<file path="src/rtl/mc_control.sv">
// ---------------------------------------------------------------------------
// mc_control
//
// Main control unit for the multicycle MIPS datapath. A Moore-style FSM walks
// each instruction through fetch, decode, execute, memory and write-back
// cycles and drives every datapath enable / mux select from the current
// state. Memory accesses (FETCH, MEMRD, MEMWR) stall on memready.
//
// Ports
//   clk          in   rising-edge clock
//   reset        in   synchronous, active-high; forces FETCH
//   op[5:0]      in   opcode IR[31:26]; looked at only in DECODE and MEMADR
//   memready     in   memory access completes this cycle
//   pcwrite      out  PC write enable (memready-gated in FETCH)
//   pcwritecond  out  PC write enable qualified by ALU zero (beq)
//   iord         out  memory address from ALUOut instead of PC
//   memread      out  memory read request
//   memwrite     out  memory write request (held through wait cycles)
//   irwrite      out  instruction register load (memready-gated)
//   memtoreg     out  register write data from MDR
//   regdst       out  destination register from rd field
//   regwrite     out  register file write enable
//   alusrca      out  ALU A from register A instead of PC
//   alusrcb[1:0] out  00 B, 01 four, 10 signext imm, 11 signext imm << 2
//   pcsource[1:0]out  00 ALU result, 01 ALUOut, 10 jump target
//   aluop1/0     out  00 add, 01 subtract, 10 use funct field
//   illegal      out  one-cycle pulse on an unsupported opcode in DECODE
//   state[3:0]   out  current state encoding (debug)
// ---------------------------------------------------------------------------
module mc_control (
    input  logic       clk,
    input  logic       reset,
    input  logic [5:0] op,
    input  logic       memready,
    output logic       pcwrite,
    output logic       pcwritecond,
    output logic       iord,
    output logic       memread,
    output logic       memwrite,
    output logic       irwrite,
    output logic       memtoreg,
    output logic       regdst,
    output logic       regwrite,
    output logic       alusrca,
    output logic [1:0] alusrcb,
    output logic [1:0] pcsource,
    output logic       aluop1,
    output logic       aluop0,
    output logic       illegal,
    output logic [3:0] state
);

    typedef enum logic [3:0] {
        S_FETCH  = 4'd0,
        S_DECODE = 4'd1,
        S_MEMADR = 4'd2,
        S_MEMRD  = 4'd3,
        S_MEMWB  = 4'd4,
        S_MEMWR  = 4'd5,
        S_EXEC   = 4'd6,
        S_RWB    = 4'd7,
        S_BEQ    = 4'd8,
        S_JUMP   = 4'd9,
        S_ADDIEX = 4'd10,
        S_ADDIWB = 4'd11
    } state_t;

    localparam logic [5:0] OP_RTYPE = 6'b000000;
    localparam logic [5:0] OP_LW    = 6'b100011;
    localparam logic [5:0] OP_SW    = 6'b101011;
    localparam logic [5:0] OP_BEQ   = 6'b000100;
    localparam logic [5:0] OP_J     = 6'b000010;
    localparam logic [5:0] OP_ADDI  = 6'b001000;

    localparam logic [1:0] SRCB_B     = 2'b00;
    localparam logic [1:0] SRCB_FOUR  = 2'b01;
    localparam logic [1:0] SRCB_IMM   = 2'b10;
    localparam logic [1:0] SRCB_IMMSH = 2'b11;

    localparam logic [1:0] PCSRC_ALU    = 2'b00;
    localparam logic [1:0] PCSRC_ALUOUT = 2'b01;
    localparam logic [1:0] PCSRC_JUMP   = 2'b10;

    localparam logic [1:0] ALUOP_ADD   = 2'b00;
    localparam logic [1:0] ALUOP_SUB   = 2'b01;
    localparam logic [1:0] ALUOP_FUNCT = 2'b10;

    state_t     cur;
    state_t     nxt;
    logic [1:0] aluop;

    // State register. Reset wins over any in-flight sequence, so a
    // half-done lw/sw never reaches its write-back/commit state.
    always_ff @(posedge clk) begin
        if (reset) begin
            cur <= S_FETCH;
        end else begin
            cur <= nxt;
        end
    end

    assign state  = cur;
    assign aluop1 = aluop[1];
    assign aluop0 = aluop[0];

    // Next-state and output decode. Everything is a function of cur except
    // the memready-gated fetch strobes and the DECODE illegal pulse.
    always_comb begin
        nxt         = S_FETCH;
        pcwrite     = 1'b0;
        pcwritecond = 1'b0;
        iord        = 1'b0;
        memread     = 1'b0;
        memwrite    = 1'b0;
        irwrite     = 1'b0;
        memtoreg    = 1'b0;
        regdst      = 1'b0;
        regwrite    = 1'b0;
        alusrca     = 1'b0;
        alusrcb     = SRCB_B;
        pcsource    = PCSRC_ALU;
        aluop       = ALUOP_ADD;
        illegal     = 1'b0;

        case (cur)
            S_FETCH: begin
                memread  = 1'b1;
                alusrcb  = SRCB_FOUR;
                pcsource = PCSRC_ALU;
                aluop    = ALUOP_ADD;
                // IR and PC only load on the cycle the fetch completes, so
                // a stalled fetch never advances PC more than once.
                irwrite  = memready;
                pcwrite  = memready;
                nxt      = memready ? S_DECODE : S_FETCH;
            end

            S_DECODE: begin
                // Branch target is computed speculatively here.
                alusrcb = SRCB_IMMSH;
                aluop   = ALUOP_ADD;
                case (op)
                    OP_RTYPE:     nxt = S_EXEC;
                    OP_LW, OP_SW: nxt = S_MEMADR;
                    OP_BEQ:       nxt = S_BEQ;
                    OP_J:         nxt = S_JUMP;
                    OP_ADDI:      nxt = S_ADDIEX;
                    default: begin
                        nxt     = S_FETCH;
                        illegal = 1'b1;
                    end
                endcase
            end

            S_MEMADR: begin
                alusrca = 1'b1;
                alusrcb = SRCB_IMM;
                aluop   = ALUOP_ADD;
                nxt     = (op == OP_SW) ? S_MEMWR : S_MEMRD;
            end

            S_MEMRD: begin
                memread = 1'b1;
                iord    = 1'b1;
                nxt     = memready ? S_MEMWB : S_MEMRD;
            end

            S_MEMWB: begin
                regwrite = 1'b1;
                memtoreg = 1'b1;
                regdst   = 1'b0;
                nxt      = S_FETCH;
            end

            S_MEMWR: begin
                // Level-held; memory commits on the memready cycle.
                memwrite = 1'b1;
                iord     = 1'b1;
                nxt      = memready ? S_FETCH : S_MEMWR;
            end

            S_EXEC: begin
                alusrca = 1'b1;
                alusrcb = SRCB_B;
                aluop   = ALUOP_FUNCT;
                nxt     = S_RWB;
            end

            S_RWB: begin
                regwrite = 1'b1;
                regdst   = 1'b1;
                memtoreg = 1'b0;
                nxt      = S_FETCH;
            end

            S_BEQ: begin
                alusrca     = 1'b1;
                alusrcb     = SRCB_B;
                aluop       = ALUOP_SUB;
                pcwritecond = 1'b1;
                pcsource    = PCSRC_ALUOUT;
                nxt         = S_FETCH;
            end

            S_JUMP: begin
                pcwrite  = 1'b1;
                pcsource = PCSRC_JUMP;
                nxt      = S_FETCH;
            end

            S_ADDIEX: begin
                alusrca = 1'b1;
                alusrcb = SRCB_IMM;
                aluop   = ALUOP_ADD;
                nxt     = S_ADDIWB;
            end

            S_ADDIWB: begin
                regwrite = 1'b1;
                regdst   = 1'b0;
                memtoreg = 1'b0;
                nxt      = S_FETCH;
            end

            // Codes 12..15 are unreachable; recover to FETCH if ever seen.
            default: nxt = S_FETCH;
        endcase
    end

endmodule

</file>
<file path="config.mk">
export PLATFORM = sky130hd
export DESIGN_NAME = mc_control
export DESIGN_NICKNAME = d
export VERILOG_FILES = /design/src/rtl/mc_control.sv
export SDC_FILE = /design/constraint.sdc
export NUM_CORES = 1
export LEC_CHECK = 0
export BUFFER_PORTS_ARGS = -buffer_cell sky130_fd_sc_hd__buf_2
export CAP_MARGIN = 0
export CORE_UTILIZATION = 35
export DETAILED_ROUTE_END_ITERATION = 8
export GPL_TIMING_DRIVEN = 0
export PLACE_DENSITY = 0.75
export SLEW_MARGIN = 20
export SYNTH_ARGS = -nofsm -noshare
export SYNTH_HDL_FRONTEND = slang
export SYNTH_SLANG_ARGS = --single-unit
export TNS_END_PERCENT = 50
</file>
<file path="constraint.sdc">
create_clock -name clk -period 1.6 [get_ports clk]
set_input_delay 0.32 -clock clk [delete_from_list [all_inputs] [get_ports clk]]
set_output_delay 0.32 -clock clk [all_outputs]
set_load 0.005 [all_outputs]
</file>
==> impl_metrics.ini, run 1 <==
[outcome]
status = finished with violations
violations = setup timing

[route]
dr.pass1.iters = 5
viasPerCell = 5.48
drt_iter0_markers = 6
totalWireLength_microns = 1490
drc = 0
drt-wirelength-per-cell_microns = 11.6
antenna_left = 0
vias = 701

[grt]
grtUsageMet3_pct = 1.67
grt_usage_pct = 20.7
antenna_found_initial = 0
grt_pass1_wl_microns = 2270
overflow = 0
first_global_vias = 540
grtUsageMet1_pct = 24.8
met2_usage_pct = 37.9
grt-busiest-layer = met2
grt_max_degree = 11

[worst_setup_path]
crit_type = reg2out
rr_worst_depth = 5
arrival_ns = 1.32
cp-start-kind = flip-flop
cp_slowest_cell = dfxtp_2
cp-end-kind = primary output
crit_required_ns = 1.28
r2r_start = state[0]
crit_chain = nand2b_4 > nor3_4 > o21ai_1 > a211oi_1 > buf_2
crit_fanout = 5
path_depth = 5
worstSetupStartpoint = state[1]
slowest_delay_ns = 0.34
cp_top_family = flip-flops
critPathBufInv = 1

[final_layout]
stdcell_count = 128
regArea_sq_um = 90.1
multiInputGateArea_sq_um = 425
drive_above_1_share_pct = 45.1
nFillCells = 127
layout_commonest_cell = buf_2
largest_reg_flops = 4
fin_util_pct = 58.3
diodes = 0
layout_common_cells = 30 x buf_2, 13 x nor3_1, 7 x nor2_1, 6 x a21oi_1
nets = 124
stdcell_area_sq_um = 778
syn_to_final_growth_pct = 51.7

[synthesis]
synth_xor_xnor_area_share_pct = 3.41
synth_top_family_by_area = simple AND/OR/NAND/NOR gates
synth-simple-area-share_pct = 48.0
synth_adder_area_share_pct = 0
synth_compound_area_share_pct = 24.1
synthMuxAreaShare_pct = 0
synthCells = 79
avgSynthCellArea_sq_um = 6.49
synth.cell_area_sq_um = 513
seq_area_frac_synth_pct = 15.6
synthDistinctLibCells = 29
synth-warning-count = 0
synth_nets = 88
synth-seq-cells = 4

[timing]
slew_headroom_pct = 74.9
skew_ns = 0.00283
rsz0062_at_grt = true
drv_slew = 0
worstMarginPinSlew_ns = 0.374
fin_tns_setup_ns = -0.0506
setup_violations = 2
fin_crit_sh_pct = 102
finalCriticalPeriod_ns = 1.64
max_freq_mhz = 610
setup_ws_ns = -0.0390
hold_viol = 0
hold_ws_ns = 0.421

[power]
p_int_mw = 0.229
total_power_mw = 0.330
comb_power_share_pct = 28.5
p_seq_share_pct = 31.4
p_per_area_nw_per_um2 = 424
p_sw_mw = 0.101
power_frac_clock_pct = 40.1
p_leak_nw = 0.360
vdd_ir_drop_max_mv = 0.173
swShare_pct = 30.7

[placed_design]
placedCellCount = 123
io_buffers = 29
dpl_cell_area_sq_um = 677
pre_cts_ws_ns = -0.0517
place.gp.congestion = 0.778
dp_hpwl_microns = 1030

[clock_network]
clock_path_buffers = 2
clock_latency_ns = 0.24
path_clk_slew_ns = 0.04
numCtsBuffers = 3
htreeDepth = 1
clkSinkCount = 4
clock-root-buffer = clkbuf_4
cts_tree = yes

[floorplan]
rows = 13
die_area_sq_um = 1620
core_region_area_sq_um = 1330
die_x_microns = 40.3
io_pins = 30
fp.dieH_microns = 40.3
initial_core_util_pct = 38.5

[worst_hold_path]
hp-start = op[1]
hp-class = in2reg
hold-path-cell-count = 3

[run]
maxCapViolations = 0
-- layer usage --
layer	routed length, microns	up-vias
met3	86	2
li1	-	365
met5	0	-
met1	666	302
met4	19	0
met2	720	32
-- what timing repair did --
item	CTS	global route
setup buffers	2	0
setup endpoints to repair	10	8
gates resized for setup	15	6
pin swaps	2	1
hold buffers	0	0
-- Yosys cell counts --
cell | count | share of area [%]
a31oi_1 | 3 | 3.7
o211ai_1 | 1 | 1.5
nand2_1 | 5 | 3.7
a211oi_1 | 1 | 1.5
nand2b_4 | 1 | 2.7
nor4_1 | 1 | 1.2
xor2_1 | 2 | 3.4
nand4_1 | 1 | 1.2
a21oi_1 | 6 | 5.9
buf_6 | 1 | 2.2
and3_1 | 2 | 2.4
nor3_2 | 2 | 3.9
buf_2 | 3 | 2.9
o22ai_1 | 1 | 1.2
nand3_1 | 3 | 2.9
inv_1 | 2 | 1.5
nor3b_1 | 2 | 2.9
nor4b_1 | 1 | 1.7
nor3_1 | 14 | 14
dfxtp_1 | 4 | 16
buf_4 | 1 | 1.5
or3b_1 | 1 | 1.7
o31ai_1 | 1 | 1.5
o21bai_1 | 1 | 1.5
a22o_1 | 1 | 1.7
clkbuf_1 | 1 | 0.73
nand2b_1 | 4 | 4.9
nor2_1 | 7 | 5.1
o21ai_0 | 6 | 5.9
-- path summary, 6_finish.rpt --
path | end | slack [ns]
hold reg to reg | state[1] | 0.61
setup / recovery | illegal | -0.04
setup reg to reg | state[2] | 0.27
hold / removal | state[0] | 0.42
-- cells by family (layout without fill, tap and decap cells) --
kind of cell / Yosys count / in the layout
XOR/XNOR: 2 / 2
buffers and inverters: 8 / 42
AND/OR/NAND/NOR: 44 / 44
AO/OA/AOI/OAI: 21 / 21
flip-flops: 4 / 4
-- tightest hold or removal path, cell delays in order --
cell and delay, ns:
buf_2 0.13, nand4_1 0.07, a31oi_1 0.08
-- power by group through the flow --
stage	sequential [mW]	clock, mW	combinational [mW]
after global placement	0.107	0	0.0792
after detailed placement	0.107	0	0.0808
after global routing	0.104	0.143	0.105
final	0.104	0.132	0.0940
after floorplan	0.107	0	0.0442
after CTS	0.107	0.130	0.0915
-- final cells by class --
| type | count | share of cell area (%) |
|---|---|---|
| repair buffers | 31 | 20.6 |
| flip-flops and latches | 4 | 11.6 |
| multi-input cells | 67 | 54.7 |
| clock buffers | 3 | 2.89 |
| plain buffers | 6 | 6.91 |
| inverters | 2 | 0.965 |
| well taps | 15 | 2.41 |
(Power assumes the default switching activity.)
==> run 2: changes to the inputs <==
--- a/config.mk
+++ b/config.mk
@@ -5,12 +5,13 @@
 export SDC_FILE = /design/constraint.sdc
 export NUM_CORES = 1
 export LEC_CHECK = 0
+export ABC_AREA = 1
 export BUFFER_PORTS_ARGS = -buffer_cell sky130_fd_sc_hd__buf_2
 export CAP_MARGIN = 0
 export CORE_UTILIZATION = 35
 export DETAILED_ROUTE_END_ITERATION = 8
 export GPL_TIMING_DRIVEN = 0
-export PLACE_DENSITY = 0.75
+export PLACE_DENSITY = 0.77
 export SLEW_MARGIN = 20
 export SYNTH_ARGS = -nofsm -noshare
 export SYNTH_HDL_FRONTEND = slang
==> impl_metrics.ini, run 2 <==
[outcome]
status = finished with violations
violations = setup timing

[synthesis]
synth-seq-cells = 4
synthTopCellsByArea = nand2_1 20%, nor2_1 19%, dfxtp_1 17%
seq_area_frac_synth_pct = 17.0
synth.cell_area_sq_um = 472
synth-main-ff-cell = dfxtp_1
synth-edff-count = 0
async_reset_ff_share_pct = 0
synth_top_area_share_pct = 19.9
synthDistinctLibCells = 12
avgSynthCellArea_sq_um = 4.81
synth_nets = 107
synthCells = 98
synth-warning-count = 0
synth_common_cells = 25 x nand2_1, 24 x nor2_1, 21 x inv_1
yosysMostFrequentCell = nand2_1
yosys.area.top_type = nand2_1

[worst_setup_path]
worstSetupStartpoint = state[3]
r2r_start = state[1]
cp-start-kind = flip-flop
r2r_setup_slack_ns = 0.39
critPathBufInv = 3
slowest_delay_ns = 0.36
path_depth = 6
crit_type = reg2out
crit_required_ns = 1.28
cp-end-kind = primary output
arrival_ns = 1.32
crit_chain = inv_2 > nor2_4 > inv_2 > nor2_2 > or3_1 > buf_2
cpMostUsedCell = inv_2
reg2reg_to = state[1]
rr_worst_depth = 9
cp_top_family = simple AND/OR/NAND/NOR gates
endpoint = alusrca
cp_slowest_cell = dfxtp_4
crit_fanout = 4

[power]
p_int_mw = 0.213
swShare_pct = 27.6
p_per_area_nw_per_um2 = 398
p_sw_mw = 0.0812
p_leak_nw = 0.495
power_frac_clock_pct = 39.9
p_seq_share_pct = 34.9
comb_power_share_pct = 25.2
vdd_ir_drop_max_mv = 0.363

[clock_network]
cts_hold_buf = 0
path_clk_slew_ns = 0.04
clock_path_buffers = 2
numCtsBuffers = 3
clock-root-buffer = clkbuf_4
clock_latency_ns = 0.23
htreeDepth = 1
cts_tree = yes
clkSinkCount = 4

[route]
antenna_left = 0
drc = 0
totalWireLength_microns = 1410
viasPerCell = 4.66
dr.pass1.iters = 4
drt-wirelength-per-cell_microns = 9.49
drt_iter0_markers = 14
vias = 690

[final_layout]
largest_reg_flops = 4
nFillCells = 111
layout_commonest_cell = buf_2
layout_common_cells = 29 x buf_2, 22 x nand2_1, 20 x nor2_1, 17 x inv_1, 11 x nand3_1
drive_above_1_share_pct = 41.0
stdcell_area_sq_um = 739
fin_util_pct = 63.1
multiInputGateArea_sq_um = 343
diodes = 0
syn_to_final_growth_pct = 56.8
nets = 145
stdcell_count = 148
regArea_sq_um = 92.6

[timing]
max_freq_mhz = 608
setup_ws_ns = -0.0438
slew_headroom_pct = 81.1
worstMarginPinSlew_ns = 0.281
hold_viol = 0
setup_violations = 1
finalCriticalPeriod_ns = 1.64
rsz0062_at_grt = true
skew_ns = 0.00558
drv_slew = 0
hold_ws_ns = 0.279
fin_tns_setup_ns = -0.0438
fin_crit_sh_pct = 103

[floorplan]
core_region_area_sq_um = 1170
rows = 12
io_pins = 30
fp.dieH_microns = 38.7
die_area_sq_um = 1500
die_x_microns = 38.7
initial_core_util_pct = 40.3

[grt]
grt_pass1_wl_microns = 2010
first_global_vias = 524
overflow = 0
grt_max_degree = 7
grt_usage_pct = 19.0
antenna_found_initial = 0

[placed_design]
dpl_cell_area_sq_um = 634
io_buffers = 29
place.gp.congestion = 0.816
placedCellCount = 141
dp_hpwl_microns = 973

[worst_hold_path]
hold-path-cell-count = 2
hp-start = reset
hp-class = in2reg

[run]
maxCapViolations = 0
[run 2: power by group through the flow]
stage                     Clock [mW]  Combinational [mW]  Sequential [mW]
final                          0.117              0.0741            0.103
after global routing           0.131              0.0846            0.103
after CTS                      0.123              0.0705            0.103
after detailed placement           0              0.0691            0.107
after global placement             0              0.0682            0.107
after floorplan                    0              0.0365            0.107
[run 2: per-layer routing]
layer  global-route usage [%]  vias to the layer above  part of all wire, %
li1                         -                      370                    -
met1                     22.7                      281                   42
met2                     34.2                       35                   50
met3                     3.47                        4                  5.9
met4                     5.17                        0                  1.9
met5                        0                        -                    0
[run 2: layout make-up]
class | count | share of cell area (%)
plain buffers | 1 | 1.02
well taps | 14 | 2.37
multi-input cells | 72 | 46.4
repair buffers | 33 | 23.7
flip-flops and latches | 4 | 12.5
inverters | 21 | 11.0
clock buffers | 3 | 3.05
[run 2: per-stage QoR]
stage          setup WS [ns]  power, mW
2_1_floorplan          0.278      0.143
6_report             -0.0438      0.294
4_1_cts              -0.0185      0.296
3_5_place_dp           0.132      0.176
5_1_grt               -0.106      0.319
3_3_place_gp           0.136      0.175
[run 2: logic make-up after synthesis]
| family | synth area share (%) |
|---|---|
| simple gates | 55.7 |
| buf+inv | 18.3 |
| compound gates | 9.02 |
| flops | 17.0 |
[run 2: repair_timing]
action	4_1_cts	5_1_grt
cloned	0	0
resized for setup	14	9
buffers inserted	3	1
pin swaps	1	1
endpoints found under the hold margin	0	0
endpoints found under the setup margin	3	7
[run 2: how the worst min path moves through the flow]
stage / end
finish: state[0]
global route: state[0]
CTS: state[0]
detailed placement: state[0]
global placement: state[0]
floorplan: state[0]
